### src/rtl/clkdiv_pkg.sv
// clkdiv_pkg: shared constants and helpers for the clkdiv_multi divider.
// Holds the minimum divisor, the divisor clamp and the channel-index width.
package clkdiv_pkg;

    localparam int unsigned MIN_DIV = 2;

    function automatic int chan_w(input int n);
        return (n > 1) ? $clog2(n) : 1;
    endfunction

    // Divisors below MIN_DIV cannot form a square wave; raise them.
    function automatic logic [63:0] clamp_div(input logic [63:0] d);
        return (d < 64'(MIN_DIV)) ? 64'(MIN_DIV) : d;
    endfunction

endpackage

### src/rtl/clkdiv_multi_if.sv
// clkdiv_multi_if: valid/ready divisor configuration port.
// master drives a write request, slave (the divider) answers with cfg_ready.
interface clkdiv_multi_if
    import clkdiv_pkg::*;
#(
    parameter int WIDTH    = 25,
    parameter int CHANNELS = 2
);
    localparam int CW = chan_w(CHANNELS);

    logic             cfg_valid;
    logic             cfg_ready;
    logic [CW-1:0]    cfg_chan;
    logic [WIDTH-1:0] cfg_div;

    modport master (
        output cfg_valid,
        output cfg_chan,
        output cfg_div,
        input  cfg_ready
    );

    modport slave (
        input  cfg_valid,
        input  cfg_chan,
        input  cfg_div,
        output cfg_ready
    );

endinterface

### src/rtl/clkdiv_channel.sv
// clkdiv_channel: one divider slice (counter, active/shadow divisor, pending).
// sync input is honoured only when CLKDIV_SYNC_EN is defined.
module clkdiv_channel
    import clkdiv_pkg::*;
#(
    parameter int          WIDTH       = 25,
    parameter int unsigned DEFAULT_DIV = 500
) (
    input  logic             clock_in,
    input  logic             reset_n,
    input  logic             enable,
    input  logic             sync,
    input  logic             wr_en,
    input  logic [WIDTH-1:0] wr_div,
    output logic             pending,
    output logic             clock_out,
    output logic             tick
);

    localparam logic [WIDTH-1:0] DIV_RST = WIDTH'(DEFAULT_DIV);

    logic [WIDTH-1:0] counter;
    logic [WIDTH-1:0] div_active;
    logic [WIDTH-1:0] div_shadow;
    logic             wrap;
    logic             high;
    logic             do_sync;

`ifdef CLKDIV_SYNC_EN
    assign do_sync = sync;
`else
    logic unused_sync;
    assign unused_sync = sync;
    assign do_sync     = 1'b0;
`endif

    assign wrap = counter >= (div_active - WIDTH'(1));
    assign high = counter < (div_active >> 1);

    always_ff @(posedge clock_in or negedge reset_n) begin
        if (!reset_n) begin
            counter    <= '0;
            div_active <= DIV_RST;
            div_shadow <= DIV_RST;
            pending    <= 1'b0;
            clock_out  <= 1'b0;
            tick       <= 1'b0;
        end else begin
            if (enable)
                clock_out <= high;
            // Divisor swaps only here, so counter never exceeds div_active-1.
            if (do_sync || (enable && wrap)) begin
                counter <= '0;
                tick    <= 1'b1;
                if (pending) begin
                    div_active <= div_shadow;
                    pending    <= 1'b0;
                end
            end else begin
                if (enable)
                    counter <= counter + WIDTH'(1);
                tick <= 1'b0;
            end
            // A write landing on a wrap stays pending for the next one.
            if (wr_en) begin
                div_shadow <= wr_div;
                pending    <= 1'b1;
            end
        end
    end

endmodule

### src/rtl/clkdiv_multi.sv
// clkdiv_multi: runtime-programmable multi-channel glitch-free clock divider.
// Define CLKDIV_SYNC_EN to make sync_req realign all channels to phase 0.
module clkdiv_multi
    import clkdiv_pkg::*;
#(
    parameter int          WIDTH       = 25,
    parameter int          CHANNELS    = 2,
    parameter int unsigned DEFAULT_DIV = 500
) (
    input  logic                clock_in,
    input  logic                reset_n,
    input  logic                enable,
    input  logic                sync_req,
    clkdiv_multi_if.slave       cfg,
    output logic [CHANNELS-1:0] clock_out,
    output logic [CHANNELS-1:0] tick
);

    localparam int CW = chan_w(CHANNELS);

    logic [CHANNELS-1:0] pending;
    logic [CHANNELS-1:0] wr_en;
    logic [WIDTH-1:0]    div_c;
    logic                ready_c;

    assign div_c = WIDTH'(clamp_div(64'(cfg.cfg_div)));

    // Out-of-range channels match nothing: always ready, write dropped.
    always_comb begin
        ready_c = 1'b1;
        for (int i = 0; i < CHANNELS; i++) begin
            if (cfg.cfg_chan == CW'(i))
                ready_c = !pending[i];
        end
    end

    assign cfg.cfg_ready = ready_c;

    always_comb begin
        wr_en = '0;
        for (int i = 0; i < CHANNELS; i++) begin
            wr_en[i] = cfg.cfg_valid && ready_c
                    && (cfg.cfg_chan == CW'(i));
        end
    end

    for (genvar g = 0; g < CHANNELS; g++) begin : g_chan
        clkdiv_channel #(
            .WIDTH       (WIDTH),
            .DEFAULT_DIV (DEFAULT_DIV)
        ) u_chan (
            .clock_in  (clock_in),
            .reset_n   (reset_n),
            .enable    (enable),
            .sync      (sync_req),
            .wr_en     (wr_en[g]),
            .wr_div    (div_c),
            .pending   (pending[g]),
            .clock_out (clock_out[g]),
            .tick      (tick[g])
        );
    end

endmodule

### src/flat_wrapper.sv
// flat-port wrapper written by rule: the top's interface ports become plain ports
module clkdiv_multi_flat import clkdiv_pkg::*;
#(
    parameter int          WIDTH       = 25,
    parameter int          CHANNELS    = 2,
    parameter int unsigned DEFAULT_DIV = 500
)
  (clock_in, reset_n, enable, sync_req, clock_out, tick, cfg_cfg_valid, cfg_cfg_chan, cfg_cfg_div, cfg_cfg_ready);
  clkdiv_multi_if #(.WIDTH(WIDTH), .CHANNELS(CHANNELS)) cfg_i ();
  input  logic clock_in;
  input  logic reset_n;
  input  logic enable;
  input  logic sync_req;
  output logic [CHANNELS-1:0] clock_out;
  output logic [CHANNELS-1:0] tick;
  input wire logic [$bits(cfg_i.cfg_valid)-1:0] cfg_cfg_valid;
  input wire logic [$bits(cfg_i.cfg_chan)-1:0] cfg_cfg_chan;
  input wire logic [$bits(cfg_i.cfg_div)-1:0] cfg_cfg_div;
  output wire logic [$bits(cfg_i.cfg_ready)-1:0] cfg_cfg_ready;
  assign cfg_i.cfg_valid = cfg_cfg_valid;
  assign cfg_i.cfg_chan = cfg_cfg_chan;
  assign cfg_i.cfg_div = cfg_cfg_div;
  assign cfg_cfg_ready = cfg_i.cfg_ready;
  clkdiv_multi #(.WIDTH(WIDTH), .CHANNELS(CHANNELS), .DEFAULT_DIV(DEFAULT_DIV)) u_core (.clock_in(clock_in), .reset_n(reset_n), .enable(enable), .sync_req(sync_req), .cfg(cfg_i), .clock_out(clock_out), .tick(tick));
endmodule
### config.mk
export PLATFORM = sky130hd
export DESIGN_NAME = clkdiv_multi_flat
export DESIGN_NICKNAME = d
export VERILOG_FILES = /design/src/rtl/clkdiv_pkg.sv /design/src/rtl/clkdiv_multi_if.sv /design/src/rtl/clkdiv_channel.sv /design/src/rtl/clkdiv_multi.sv /design/src/flat_wrapper.sv
export SDC_FILE = /design/constraint.sdc
export NUM_CORES = 1
export LEC_CHECK = 0
export CAP_MARGIN = 30
export CORE_ASPECT_RATIO = 2
export CORE_MARGIN = 2
export CORE_UTILIZATION = 60
export CTS_CLUSTER_DIAMETER = 50
export DETAILED_ROUTE_END_ITERATION = 16
export PLACE_DENSITY = 0.79
export RECOVER_POWER = 25
export REMOVE_ABC_BUFFERS = 1
export SLEW_MARGIN = 20
export SYNTH_ARGS = -nofsm -noshare
export SYNTH_HDL_FRONTEND = slang
export SYNTH_SLANG_ARGS = --single-unit
export TNS_END_PERCENT = 100
### constraint.sdc
create_clock -name clock_in -period 5.3 [get_ports clock_in]
set_clock_uncertainty 0.15 [all_clocks]
set_input_delay 1.06 -clock clock_in [delete_from_list [all_inputs] [get_ports clock_in]]
set_output_delay 1.06 -clock clock_in [all_outputs]
set_load 0.01 [all_outputs]
==> impl_metrics.toml <==
[outcome]
status = "complete, but fails checks"
violations = "max-capacitance violations, max-slew violations"

[sta]
hold_viol_final = 0
finalSetupViolCount = 0
max_freq_ghz = 0.207
min_period_ns = 4.84
rsz0062_at_grt = "no"
finalCritPeriodShare_pct = 91.3
worstMarginPinSlew_ns = 2.34
relSlewSlack_pct = -55.7
finalMaxSlewViolations = 98
finalWorstSetupSlack_ns = 0.461
tns_ns = 0
fin_hold_ws_ns = 0.309

[global_routing]
grt_pass1_vias = 7724
grt_remaining_overflow = 0
grtUsageMet1_pct = 27.1
grtUsageMet2_pct = 53.5
globalRouteTotalUtil_pct = 28.7
grt_pass1_wl_um = 37700
antenna_found_initial = 0
grt_busiest_layer = "met2"
grt_use_met3_pct = 5.08
grt_start_max_net_pins = 98

[drt]
ant_nets = 0
drc = 0
drt-wirelength-per-cell_um = 18.7
detail_route.iter0.violations = 343
vias = 7275
routed_wl_um = 22900
drt-vias-per-instance = 5.94
firstDrtPassIters = 4

[floorplan]
rows = 65
die_w_um = 93.3
fp.dieH_um = 183
core_um2 = 15700
dieArea_um2 = 17000
io_pins = 36
initial_core_util_pct = 61.0

[clock_tree]
cts_buffers = 17
cts.sinks = 156
htreeDepth = 4
cts_hold_buf = 0
worstSkewPairLatency_ns = 0.43
postCtsSetupRepairBufs = 0
cts_tree = "done"
cts.reportedPaths.clkPinSlew_ns = 0.07
cts-resized-gates = 0
root_buffer = "clkbuf_16"
cts_buffer_depth = 2

[min_path]
hold_path_class = "reg -> reg"

[placed_design]
placed_cells = 1192
port_buffers = 34
place_ws_ns = 0.559
gp_congestion = 0.891
hpwl_um = 17200

[synth]
synthMostInstantiatedCell = "dfrtp_1"
ys_warn_count = 0
synth_edf_count = 0
synth_common_cells = "dfrtp_1 (132), nand2_1 (120), ha_1 (100)"
yosysTopAreaCellShare_pct = 34.5
synth.area.top_cells = "dfrtp_1 (35%), ha_1 (13%), mux2_2 (8.8%), dfstp_2 (6.6%), xnor2_1 (5.8%)"
synthFlopType = "dfrtp_1"
yosysTopAreaCell = "dfrtp_1"
synthesis.instances = 963
ys_async_sr_fraction_pct = 100
synth-seq-area-share_pct = 41.1
synth-seq-cells = 156
synth_area_um2 = 9570
synth.distinct_cells = 56
syn_area_per_cell_um2 = 9.94

[setup_path]
r2r_setup_slack_ns = 0.46
arrival_ns = 5.00
critical_path_peak_fanout = 25
cp_data_required_time_ns = 5.46
path_class = "reg -> reg"
startpoint_type = "flip-flop"
worstSetupEndpointType = "flip-flop"

[power]
power_per_cell_area_nw_per_um2 = 264
ir_worst_vdd_uv = 195
leakage_nw = 5.34

[final_layout]
multiInputGateArea_um2 = 5290
nets = 1141
regArea_um2 = 3930
area_growth_syn_to_layout_pct = 12.6
post-route-util_pct = 68.6
final_cells = 1224
fill_cells = 1167
drive_gt1_share_pct = 15.5
antenna-diode-count = 0

[flow_run]
maxCapViolations = 1
==> stage by stage <==
stage               instance area, µm²  power (mW)
floorplan                         9460        1.49
global placement                 10200        1.63
detailed placement               10200        1.64
CTS                              10800        2.86
global route                     10800        2.95
finish                           10800        2.84
==> final timing paths <==
path	start	endpoint	cells after the start
worst max-delay path	u_core.g_chan[0].u_chan.div_active[3]$_DFFE_PN0P_	u_core.g_chan[0].u_chan.div_active[12]$_DFFE_PN0P_	14
worst min-delay path	u_core.g_chan[0].u_chan.div_shadow[5]$_DFFE_PN1P_	u_core.g_chan[0].u_chan.div_shadow[5]$_DFFE_PN1P_	2
worst max register to register	u_core.g_chan[0].u_chan.div_active[3]$_DFFE_PN0P_	u_core.g_chan[0].u_chan.div_active[12]$_DFFE_PN0P_	14
worst min register to register	u_core.g_chan[0].u_chan.div_shadow[5]$_DFFE_PN1P_	u_core.g_chan[0].u_chan.div_shadow[5]$_DFFE_PN1P_	2
max in group asynchronous	reset_n	u_core.g_chan[1].u_chan.div_shadow[2]$_DFFE_PN1P_	2
min in group asynchronous	reset_n	u_core.g_chan[0].u_chan.counter[1]$_DFFE_PN0P_	1
==> report_power, final <==
group / switching (mW) / internal, mW / total, mW
registers: 0.0876 / 1.24 / 1.33
clock network: 0.541 / 0.677 / 1.22
logic: 0.157 / 0.140 / 0.297
==> cells in the final DEF (no fill, tap or decap), drive strengths merged, types with 5 or more instances in the layout <==
cell type	count
a21o	15
a21oi	32
a22o	11
and3	15
buf	17
clkbuf	19
clkdlybuf4s50	33
dfrtp	132
dfstp	24
ha	100
inv	73
mux2	75
nand2	120
nand2b	5
nand3	31
nand4	23
nor2	74
nor2b	12
nor3	23
nor4	19
o21ai	21
o31ai	10
or3	7
or4	5
xnor2	63
xor2	15
==> critical path, cell delays in order, from the launching register on <==
cell	delay (ns)
dfrtp_1	0.44
or4_1	0.61
nor3_1	0.17
nand2_1	0.18
or3_1	0.53
nor3_1	0.27
xnor2_1	0.12
ha_1	0.29
nand4_1	0.13
nor3_1	0.51
a32oi_1	0.18
o211ai_1	0.38
o211ai_2	0.16
buf_4	0.27
mux2_2	0.32
==> final cells by class <==
class	instances	area share, %
flip-flops and latches	156	36.5
repair buffers	51	4.41
clock inverters	14	1.36
multi-input cells	720	49.1
inverters	64	2.23
clock buffers	18	4.08
well taps	201	2.33
==> registers in the layout, summed over array words and instances, names as in the netlist <==
signal                           cells
u_core.g_chan.u_chan.clock_out       2
u_core.g_chan.u_chan.div_shadow     50
u_core.g_chan.u_chan.div_active     50
u_core.g_chan.u_chan.counter        50
u_core.g_chan.u_chan.pending         2
u_core.g_chan.u_chan.tick            2
==> per-layer routing <==
| layer | share of wire [%] | wire length, µm | vias to the layer above |
|---|---|---|---|
| met4 | 7.3 | 1690 | 0 |
| met3 | 2.6 | 592 | 100 |
| met5 | 0 | 0 | - |
| met2 | 56 | 12900 | 156 |
| met1 | 34 | 7720 | 3535 |
| li1 | - | - | 3484 |
==> cell families (layout without fill, tap and decap cells) <==
| family | count (synthesis) | in the layout | synth area share, % |
|---|---|---|---|
| buf+inv | 87 | 147 | 3.66 |
| fa+ha+maj | 100 | 100 | 13.1 |
| compound gates | 121 | 121 | 8.64 |
| simple gates | 345 | 345 | 17.5 |
| mux | 76 | 76 | 8.93 |
| xor+xnor | 78 | 78 | 7.14 |
| flops | 156 | 156 | 41.1 |
Note: power is estimated with default switching activity, not from simulation.
